===== src/rtl/countdown_timer.sv =====
// countdown_timer: presettable mm:ss count-down at 10 ms resolution with
// debounced push-keys, alarm flag and six active-low seven-segment digits.
// Optional build macro COUNTDOWN_BLINK_EN: blink all digits while in DONE.
module countdown_timer #(
  parameter int TICK_DIV        = 500000,
  parameter int DEBOUNCE_CYCLES = 10000000,
  parameter int BLINK_DIV       = 12500000
) (
  input  logic       clk,
  input  logic       rst_n,
  input  logic       key_set_min,
  input  logic       key_set_sec,
  input  logic       key_start_pause,
  output logic [6:0] hex5,
  output logic [6:0] hex4,
  output logic [6:0] hex3,
  output logic [6:0] hex2,
  output logic [6:0] hex1,
  output logic [6:0] hex0,
  output logic       alarm,
  output logic       running
);

  localparam int TW = (TICK_DIV > 1) ? $clog2(TICK_DIV) : 1;
  localparam int DW = $clog2(DEBOUNCE_CYCLES + 1);
  localparam logic [TW-1:0] TICK_LAST = TW'(TICK_DIV - 1);
  localparam logic [DW-1:0] DEB_LAST  = DW'(DEBOUNCE_CYCLES - 1);
  localparam logic [DW-1:0] DEB_MAX   = DW'(DEBOUNCE_CYCLES);

  typedef enum logic [1:0] {IDLE, RUN, PAUSE, DONE} state_t;

  // Key order: 0 = set_sec, 1 = set_min, 2 = start_pause
  logic [2:0] key_raw;
  logic [2:0] press;
  assign key_raw = {key_start_pause, key_set_min, key_set_sec};

  genvar gi;
  generate
    for (gi = 0; gi < 3; gi++) begin : g_key
      logic          sync1_reg;
      logic          sync2_reg;
      logic [DW-1:0] deb_cnt_reg;

      // Synchronise the key, then count consecutive low cycles (saturating)
      always_ff @(posedge clk) begin
        if (!rst_n) begin
          sync1_reg   <= 1'b1;
          sync2_reg   <= 1'b1;
          deb_cnt_reg <= '0;
        end else begin
          sync1_reg <= key_raw[gi];
          sync2_reg <= sync1_reg;
          if (sync2_reg)
            deb_cnt_reg <= '0;
          else if (deb_cnt_reg != DEB_MAX)
            deb_cnt_reg <= deb_cnt_reg + DW'(1);
        end
      end

      // One pulse on the cycle the counter steps onto DEBOUNCE_CYCLES
      assign press[gi] = !sync2_reg && (deb_cnt_reg == DEB_LAST);
    end
  endgenerate

  logic ev_start, ev_min, ev_sec;
  assign ev_start = press[2];
  assign ev_min   = press[1] & ~press[2];
  assign ev_sec   = press[0] & ~press[1] & ~press[2];

  state_t        state_reg;
  logic [TW-1:0] tick_reg;
  logic [3:0]    pmin_t_reg, pmin_u_reg, psec_t_reg, psec_u_reg;
  logic [3:0]    min_t_reg, min_u_reg, sec_t_reg, sec_u_reg, cs_t_reg, cs_u_reg;

  logic [3:0] pmin_t_next, pmin_u_next, psec_t_next, psec_u_next;
  logic [3:0] min_t_next, min_u_next, sec_t_next, sec_u_next, cs_t_next, cs_u_next;
  logic       count_zero, dec_zero;

  // Preset increment with BCD wrap 99->00 (minutes) and 59->00 (seconds)
  always_comb begin
    pmin_u_next = pmin_u_reg + 4'd1;
    pmin_t_next = pmin_t_reg;
    if (pmin_u_reg == 4'd9) begin
      pmin_u_next = 4'd0;
      pmin_t_next = (pmin_t_reg == 4'd9) ? 4'd0 : pmin_t_reg + 4'd1;
    end
    psec_u_next = psec_u_reg + 4'd1;
    psec_t_next = psec_t_reg;
    if (psec_u_reg == 4'd9) begin
      psec_u_next = 4'd0;
      psec_t_next = (psec_t_reg == 4'd5) ? 4'd0 : psec_t_reg + 4'd1;
    end
  end

  // One-centisecond BCD decrement with borrow chain cs -> ss -> mm
  always_comb begin
    logic b;
    b          = (cs_u_reg == 4'd0);
    cs_u_next  = b ? 4'd9 : cs_u_reg - 4'd1;
    cs_t_next  = cs_t_reg;
    sec_u_next = sec_u_reg;
    sec_t_next = sec_t_reg;
    min_u_next = min_u_reg;
    min_t_next = min_t_reg;
    if (b) begin
      b         = (cs_t_reg == 4'd0);
      cs_t_next = b ? 4'd9 : cs_t_reg - 4'd1;
    end
    if (b) begin
      b          = (sec_u_reg == 4'd0);
      sec_u_next = b ? 4'd9 : sec_u_reg - 4'd1;
    end
    if (b) begin
      b          = (sec_t_reg == 4'd0);
      sec_t_next = b ? 4'd5 : sec_t_reg - 4'd1;
    end
    if (b) begin
      b          = (min_u_reg == 4'd0);
      min_u_next = b ? 4'd9 : min_u_reg - 4'd1;
    end
    if (b)
      min_t_next = min_t_reg - 4'd1;
    dec_zero   = ({min_t_next, min_u_next, sec_t_next, sec_u_next, cs_t_next, cs_u_next} == 24'd0);
    count_zero = ({min_t_reg, min_u_reg, sec_t_reg, sec_u_reg, cs_t_reg, cs_u_reg} == 24'd0);
  end

  // Main FSM: preset editing, tick timing, count, alarm and running flags
  always_ff @(posedge clk) begin
    if (!rst_n) begin
      state_reg  <= IDLE;
      tick_reg   <= '0;
      pmin_t_reg <= 4'd0; pmin_u_reg <= 4'd0; psec_t_reg <= 4'd0; psec_u_reg <= 4'd0;
      min_t_reg  <= 4'd0; min_u_reg  <= 4'd0; sec_t_reg  <= 4'd0; sec_u_reg  <= 4'd0;
      cs_t_reg   <= 4'd0; cs_u_reg   <= 4'd0;
      alarm      <= 1'b0;
      running    <= 1'b0;
    end else begin
      case (state_reg)
        IDLE: begin
          if (ev_start) begin
            if (!count_zero) begin
              state_reg <= RUN;
              running   <= 1'b1;
              tick_reg  <= '0;
            end
          end else if (ev_min) begin
            pmin_t_reg <= pmin_t_next; pmin_u_reg <= pmin_u_next;
            min_t_reg  <= pmin_t_next; min_u_reg  <= pmin_u_next;
            sec_t_reg  <= psec_t_reg;  sec_u_reg  <= psec_u_reg;
            cs_t_reg   <= 4'd0;        cs_u_reg   <= 4'd0;
          end else if (ev_sec) begin
            psec_t_reg <= psec_t_next; psec_u_reg <= psec_u_next;
            sec_t_reg  <= psec_t_next; sec_u_reg  <= psec_u_next;
            min_t_reg  <= pmin_t_reg;  min_u_reg  <= pmin_u_reg;
            cs_t_reg   <= 4'd0;        cs_u_reg   <= 4'd0;
          end
        end
        RUN: begin
          if (ev_start) begin
            state_reg <= PAUSE;
            running   <= 1'b0;
          end else if (tick_reg == TICK_LAST) begin
            tick_reg  <= '0;
            min_t_reg <= min_t_next; min_u_reg <= min_u_next;
            sec_t_reg <= sec_t_next; sec_u_reg <= sec_u_next;
            cs_t_reg  <= cs_t_next;  cs_u_reg  <= cs_u_next;
            if (dec_zero) begin
              state_reg <= DONE;
              running   <= 1'b0;
              alarm     <= 1'b1;
            end
          end else begin
            tick_reg <= tick_reg + TW'(1);
          end
        end
        PAUSE: begin
          if (ev_start) begin
            state_reg <= RUN;
            running   <= 1'b1;
          end
        end
        DONE: begin
          if (ev_start) begin
            state_reg <= IDLE;
            alarm     <= 1'b0;
            min_t_reg <= pmin_t_reg; min_u_reg <= pmin_u_reg;
            sec_t_reg <= psec_t_reg; sec_u_reg <= psec_u_reg;
            cs_t_reg  <= 4'd0;       cs_u_reg  <= 4'd0;
          end
        end
        default: state_reg <= IDLE;
      endcase
    end
  end

  logic blank;
`ifdef COUNTDOWN_BLINK_EN
  localparam int BW = (BLINK_DIV > 1) ? $clog2(BLINK_DIV) : 1;
  localparam logic [BW-1:0] BLINK_LAST = BW'(BLINK_DIV - 1);
  logic [BW-1:0] blink_cnt_reg;
  logic          blink_on_reg;

  // Blink phase: starts "on" at DONE entry, toggles every BLINK_DIV cycles
  always_ff @(posedge clk) begin
    if (!rst_n || state_reg != DONE) begin
      blink_cnt_reg <= '0;
      blink_on_reg  <= 1'b1;
    end else if (blink_cnt_reg == BLINK_LAST) begin
      blink_cnt_reg <= '0;
      blink_on_reg  <= ~blink_on_reg;
    end else begin
      blink_cnt_reg <= blink_cnt_reg + BW'(1);
    end
  end
  assign blank = (state_reg == DONE) && !blink_on_reg;
`else
  assign blank = 1'b0;
`endif

  function automatic logic [6:0] seg7(input logic [3:0] d);
    case (d)
      4'd0: seg7 = 7'b1000000;
      4'd1: seg7 = 7'b1111001;
      4'd2: seg7 = 7'b0100100;
      4'd3: seg7 = 7'b0110000;
      4'd4: seg7 = 7'b0011001;
      4'd5: seg7 = 7'b0010010;
      4'd6: seg7 = 7'b0000010;
      4'd7: seg7 = 7'b1111000;
      4'd8: seg7 = 7'b0000000;
      4'd9: seg7 = 7'b0010000;
      default: seg7 = 7'b1111111;
    endcase
  endfunction

  // Segment drivers follow the count one cycle later
  always_ff @(posedge clk) begin
    if (!rst_n) begin
      hex5 <= 7'b1000000; hex4 <= 7'b1000000; hex3 <= 7'b1000000;
      hex2 <= 7'b1000000; hex1 <= 7'b1000000; hex0 <= 7'b1000000;
    end else if (blank) begin
      hex5 <= 7'b1111111; hex4 <= 7'b1111111; hex3 <= 7'b1111111;
      hex2 <= 7'b1111111; hex1 <= 7'b1111111; hex0 <= 7'b1111111;
    end else begin
      hex5 <= seg7(min_t_reg); hex4 <= seg7(min_u_reg);
      hex3 <= seg7(sec_t_reg); hex2 <= seg7(sec_u_reg);
      hex1 <= seg7(cs_t_reg);  hex0 <= seg7(cs_u_reg);
    end
  end

endmodule


===== config.mk =====
export PLATFORM = sky130hd
export DESIGN_NAME = countdown_timer
export DESIGN_NICKNAME = d
export VERILOG_FILES = /design/src/rtl/countdown_timer.sv
export SDC_FILE = /design/constraint.sdc
export NUM_CORES = 1
export LEC_CHECK = 0
export CORE_MARGIN = 2
export CORE_UTILIZATION = 57
export CTS_BUF_LIST = sky130_fd_sc_hd__clkbuf_4
export CTS_CLUSTER_SIZE = 12
export DETAILED_ROUTE_END_ITERATION = 8
export GPL_TIMING_DRIVEN = 0
export PLACE_DENSITY = 0.79
export SYNTH_ARGS = -nofsm -noshare
export SYNTH_HDL_FRONTEND = slang
export SYNTH_SLANG_ARGS = --single-unit

===== constraint.sdc =====
create_clock -name clk -period 2.9 [get_ports clk]
set_input_delay 0.58 -clock clk [delete_from_list [all_inputs] [get_ports clk]]
set_output_delay 0.58 -clock clk [all_outputs]
set_load 0.02 [all_outputs]

==> impl_metrics.csv, run 1 <==
group,metric,value,unit
detailed_routing,drc,0,
timing,tns,0,ns
critical_path,worstReg2RegEnd,"state_reg[1]",
hold_path,min_from,"g_key[0].sync1_reg",
logic_synthesis,ys_ff_latch,183,
critical_path,critPathMaxFanout,8,
grt,grt_overflow,0,
timing,setup_violations,0,
detailed_routing,dr_total_vias,8403,
logic_synthesis,synth_nets,1196,
clock_tree,clk_latency,0.60,ns
clock_tree,clock_path_buffers,2,
critical_path,r2r-start,"cs_t_reg[1]",
finish,largest_reg_flops,72,
timing,layout_min_cycle_time,2.84,ns
grt,grt_pass1_vias,7557,
grt,grt_usage,25.3,%
run_status,status,"finished clean",
logic_synthesis,synthXorXnorAreaFrac,8.68,%
floorplanning,io_pins,49,
logic_synthesis,avgSynthCellArea,8.31,um^2
clock_tree,clkTransAtPathRegs,0.15,ns
finish,layout.nets,1273,
logic_synthesis,synth_compound_area_share,13.7,%
logic_synthesis,synth_ff_type,"dfxtp_1",
power_and_ir_drop,p_total,3990,uW
timing,skew,0.0197,ns
floorplanning,start_util,58.0,%
floorplanning,die_area,0.0179,mm^2
clock_tree,root_buffer,"clkbuf_4",
timing,timing.final.crit_share,98.1,%
timing,slew_violations,0,
critical_path,rr_worst_depth,10,
detailed_routing,avgViaCountPerCell,5.74,
timing,max_freq,352,MHz
logic_synthesis,synth_mux_area_share,2.64,%
critical_path,end_kind,"flip-flop",
hold_path,hold_path_end,"g_key[0].sync2_reg",
job,cap_violations,0,
power_and_ir_drop,p_per_area,367,mW/mm^2
grt,grt_max_degree,17,
finish,layout-drive-gt1-share,9.97,%
power_and_ir_drop,peakVddDrop,236,uV
finish,num-fill-cells,1356,
detailed_routing,antenna_left,0,
clock_tree,numCtsBuffers,17,
critical_path,startpoint_type,"flip-flop",
floorplanning,core-area,0.0165,mm^2
hold_path,hold_depth,1,
grt,antenna_found_initial,1,
logic_synthesis,syn_area,0.00959,mm^2
clock_tree,holdBufCountCts,0,
logic_synthesis,synthAdderAreaFrac,4.83,%
timing,worst_slack,0.0561,ns
timing,timing.slew.headroom,45.0,%
logic_synthesis,synth_top_family_by_area,"simple AND/OR/NAND/NOR gates",
clock_tree,cts-htree-levels,4,
hold_path,hold_path_class,"reg2reg",
logic_synthesis,synth-seq-area-share,38.2,%
floorplanning,die_x,134,um
floorplanning,die_h,134,um
placed_design,hpwl,15500,um
floorplanning,num_rows,47,
placed_design,gp_congestion,0.937,
critical_path,cp_data_arrival_time,3.39,ns
critical_path,cp.required,3.45,ns
placed_design,io_buffers,48,
grt,grt_pass1_wl,36800,um
detailed_routing,drt_iter0_drc,621,
placed_design,dp_slack,-0.556,ns
detailed_routing,wl,22500,um
detailed_routing,routedWlPerCell,15.3,um
logic_synthesis,synth.distinct_cells,81,
logic_synthesis,synth-edff-count,0,
logic_synthesis,netlist_instances,1154,
clock_tree,cts_tree,"built",
logic_synthesis,yosysWarnings,0,
logic_synthesis,yosys.area_share.simple,27.7,%
detailed_routing,dr.pass1.iters,5,
timing,worst_pin_slew,0.826,ns
power_and_ir_drop,power_leakage,0.00373,uW
critical_path,criticalPathCategory,"reg2reg",
clock_tree,cts.sinks,183,
finish,syn_to_final_growth,13.1,%
timing,hold_viol,0,
critical_path,r2r_slack,0.06,ns
logic_synthesis,async_reset_ff_share,0,%
==> worst max-delay path: stages, from the launching register on <==
cell and delay (ns):
dfxtp_2 0.40, inv_1 0.16, ha_4 0.20, or3b_1 0.49, nor3_4 0.24, buf_4 0.17, nand2_1 0.08, mux2i_2 0.29
o211ai_1 0.23, nor4_4 0.38, o21a_1 0.16
==> power by group <==
| part | total, uW | switching (uW) | leakage (uW) | internal, uW |
|---|---|---|---|---|
| logic | 70.5 | 53.6 | 0.00210 | 16.9 |
| registers | 2520 | 2.67 | 0.00148 | 2520 |
| clock network | 1400 | 870 | 0.000147 | 525 |
| total | 3990 | 926 | 0.00373 | 3060 |
==> cells in the final DEF (no fill, tap or decap), types with 19 or more instances in the layout <==
master / n
ha_1: 32
nand3_1: 42
and3_1: 32
nand4_1: 26
clkbuf_4: 19
a21oi_1: 54
clkdlybuf4s50_1: 48
xnor2_1: 47
clkbuf_1: 42
nor3_1: 21
inv_1: 34
dfxtp_1: 175
nor2_1: 158
o21ai_0: 65
nand2_1: 113
xor2_1: 48
==> through the flow <==
step           utilization, %  hold slack [ns]  instance area (um^2)  std cells
2_1_floorplan               -            0.386                  9590       1154
3_3_place_gp             62.6            0.388                 10300       1422
3_5_place_dp             62.6            0.392                 10300       1422
4_1_cts                  64.8            0.441                 10700       1460
5_1_grt                  65.7            0.475                 10900       1465
6_report                 65.7            0.431                 10900       1465
==> per-layer routing <==
metal | vias to the layer above | GRT usage [%] | routed length (um)
li1 | 4193 | - | -
met1 | 3873 | 33.9 | 10000
met2 | 282 | 40.3 | 10400
met3 | 55 | 4.68 | 1380
met4 | 0 | 10.6 | 650
met5 | - | 0 | 0
==> worst max path at each step <==
stage / from / to / slack [ns] / cells past startpoint
finish: cs_t_reg[1] / state_reg[1] / 0.06 / 10
global route: cs_t_reg[1] / state_reg[1] / -0.04 / 10
CTS: sec_t_reg[1] / state_reg[1] / -0.05 / 10
detailed placement: cs_t_reg[1] / tick_reg[8] / -0.56 / 11
global placement: cs_t_reg[1] / tick_reg[0] / -0.51 / 11
floorplan: cs_t_reg[1] / tick_reg[8] / 0.18 / 11
==> Yosys cell counts, drive strengths merged (18+ instances only) <==
master | instances | share of area [%]
dfxtp | 183 | 38
nor2 | 160 | 6.4
nand2 | 114 | 4.5
o21ai | 67 | 3.5
a21oi | 57 | 3.1
xor2 | 48 | 4.4
xnor2 | 47 | 4.3
clkbuf | 46 | 1.8
nand3 | 44 | 2.3
ha | 37 | 4.8
inv | 37 | 1.4
and3 | 32 | 2.1
nand4 | 26 | 1.7
nor3 | 24 | 1.4
nor4 | 18 | 1.8
==> repair_timing <==
action / in CTS / in global routing
pin swaps: 4 / 5
buffers inserted: 6 / 8
resized for setup: 9 / 27
endpoints found under the setup margin: 28 / 40
==> final cells by class <==
cell class              instances  area, um^2  area share [%]
diodes                          1        2.50          0.0231
plain buffers                  57         250            2.31
clock buffers                  19         143            1.31
clock inverters                13         131            1.21
inverters                      38         143            1.31
multi-input cells             872        5650            52.0
flip-flops and latches        183        3670            33.9
well taps                     220         275            2.54
repair buffers                 62         586            5.40
==> logic make-up after synthesis <==
kind of cell,Yosys count
simple gates,511
compound gates,205
flops,183
buf+inv,99
xor+xnor,95
fa+ha+maj,37
mux,24
No activity file was read; power rests on OpenSTA's default activity.
==> run 2, diff against run 1 <==
- CORE_UTILIZATION: 57 -> 67
- PLACE_DENSITY: 0.79 -> 0.88
- clock period: 2.9 -> 3.5 ns (I/O delays scaled with it)
==> impl_metrics.csv, run 2 (synthesis results as in run 1) <==
group,metric,value,unit
clock_tree,clkTransAtPathRegs,0.13,ns
floorplanning,io_pins,49,
clock_tree,cts_tree,"built",
clock_tree,cts-htree-levels,4,
power_and_ir_drop,power_leakage,0.00366,uW
timing,max_freq,295,MHz
grt,grt_pass1_wl,37200,um
floorplanning,core-area,0.0139,mm^2
timing,layout_min_cycle_time,3.39,ns
grt,use_met3,4.76,%
detailed_routing,avgViaCountPerCell,6.03,
timing,timing.final.crit_share,96.8,%
floorplanning,die_area,0.0153,mm^2
placed_design,hpwl,15600,um
critical_path,startpoint_type,"flip-flop",
critical_path,end_kind,"flip-flop",
grt,grt_usage,30.4,%
hold_path,min_from,"g_key[2].sync1_reg",
timing,skew,0.0165,ns
finish,syn_to_final_growth,10.8,%
finish,largest_reg_flops,72,
critical_path,path_common_cell,"nor2_1",
grt,antenna_found_initial,1,
placed_design,dp_cells,1382,
finish,layout-drive-gt1-share,7.28,%
grt,grt_max_degree,17,
critical_path,worstReg2RegEnd,"tick_reg[0]",
critical_path,cp_data_arrival_time,3.84,ns
finish,num-fill-cells,1025,
clock_tree,clock_path_buffers,2,
placed_design,gp_congestion,0.967,
finish,final_common_cell,"dfxtp_1",
job,cap_violations,0,
timing,tns,0,ns
clock_tree,clk_latency,0.58,ns
critical_path,cp_num_buf_inv,3,
floorplanning,start_util,68.8,%
critical_path,cp_cell_sequence,"inv_1 > ha_1 > or3b_1 > clkbuf_1 > nor3_4 > nand4_1 > a21oi_4 > buf_2 > nor2_1 > xnor2_1 > nor2_1",
timing,timing.slew.headroom,48.6,%
finish,instances_no_fill,1418,
critical_path,critPathMaxFanout,10,
grt,grt_overflow,0,
detailed_routing,drt_iter0_drc,848,
timing,worst_pin_slew,0.772,ns
critical_path,criticalPathCategory,"reg2reg",
detailed_routing,wl,22400,um
critical_path,r2r-start,"sec_u_reg[1]",
critical_path,cp.required,3.95,ns
clock_tree,numCtsBuffers,17,
grt,grt_pass1_vias,7811,
run_status,status,"finished clean",
finish,layout.nets,1268,
detailed_routing,drc,0,
clock_tree,cts.sinks,183,
critical_path,cp_top_family,"simple AND/OR/NAND/NOR gates",
critical_path,rr_worst_depth,11,
critical_path,critical_path.slowest_cell,"dfxtp_1",
critical_path,r2r_slack,0.11,ns
hold_path,hold_path_class,"reg2reg",
power_and_ir_drop,peakVddDrop,226,uV
hold_path,hold_depth,1,
finish,layout_common_cells,"dfxtp_1 (183), nor2_1 (159), nand2_1 (114), o21ai_0 (65), a21oi_1 (54)",
detailed_routing,antenna_left,0,
grt,grt_util_met1,40.7,%
hold_path,hold_path_end,"g_key[2].sync2_reg",
timing,setup_violations,0,
placed_design,io_buffers,48,
timing,hold_viol,0,
detailed_routing,dr.pass1.iters,6,
critical_path,slowest_delay,0.43,ns
floorplanning,die_h,124,um
timing,slew_violations,0,
grt,use_met2,48.0,%
detailed_routing,routedWlPerCell,15.8,um
grt,top_usage_layer,"met2",
floorplanning,num_rows,43,
clock_tree,root_buffer,"clkbuf_4",
finish,fin_util,76.3,%
floorplanning,die_x,124,um
detailed_routing,dr_total_vias,8544,
power_and_ir_drop,p_per_area,314,mW/mm^2
[run 2: metrics by stage]
step | setup WS (ns) | hold WS [ns] | power [uW] | instance area (um^2)
3_5_place_dp | 0.0775 | 0.399 | 2190 | 10300
6_report | 0.111 | 0.426 | 3340 | 10600
3_3_place_gp | 0.152 | 0.391 | 2190 | 10300
5_1_grt | -0.00379 | 0.468 | 3450 | 10600
2_1_floorplan | 0.783 | 0.386 | 2170 | 9590
4_1_cts | 0.0348 | 0.429 | 3350 | 10600
[run 2: layout make-up]
cell class / count / area (um^2) / share of cell area [%]
multi-input cells: 872 / 5540 / 52.1
flip-flops and latches: 183 / 3660 / 34.5
repair buffers: 53 / 518 / 4.87
plain buffers: 61 / 263 / 2.47
well taps: 180 / 225 / 2.12
clock buffers: 19 / 143 / 1.34
inverters: 38 / 143 / 1.34
clock inverters: 11 / 134 / 1.26
diodes: 1 / 2.50 / 0.0235
[run 2: what timing repair did]
action	in CTS	in global routing
hold buffers	0	0
resized for setup	0	2
setup buffers	0	5
setup endpoints to repair	0	12
[run 2: per-layer routing]
layer  up-vias  wire length, um  share of wire, %
met5         -                0                 0
met4         0              863               3.9
met3        66             1560               7.0
met2       321            10100                45
met1      3968             9800                44
li1       4189                -                 -
[run 2: how the worst max path moves through the flow]
stage,from,endpoint,depth (start not counted)
after floorplan,cs_t_reg[1],tick_reg[8],11
after global placement,cs_t_reg[1],tick_reg[8],11
after detailed placement,cs_t_reg[1],tick_reg[0],11
after CTS,cs_t_reg[1],tick_reg[0],11
after global routing,sec_u_reg[1],tick_reg[8],11
final,sec_u_reg[1],tick_reg[0],11
[run 2: worst reg2reg max path, cell delays in order (launching register included)]
cell      delay, ns
dfxtp_1        0.43
inv_1          0.18
ha_1           0.28
or3b_1         0.38
clkbuf_1       0.22
nor3_4         0.37
nand4_1        0.31
a21oi_4        0.37
buf_2          0.33
nor2_1         0.14
xnor2_1        0.19
nor2_1         0.06
[run 2: where the power goes]
group / total (uW) / internal [uW] / switching [uW] / leakage (uW)
Sequential: 2090 / 2090 / 2.28 / 0.00148
Clock: 1190 / 494 / 694 / 0.000151
Combinational: 57.7 / 13.7 / 43.9 / 0.00203
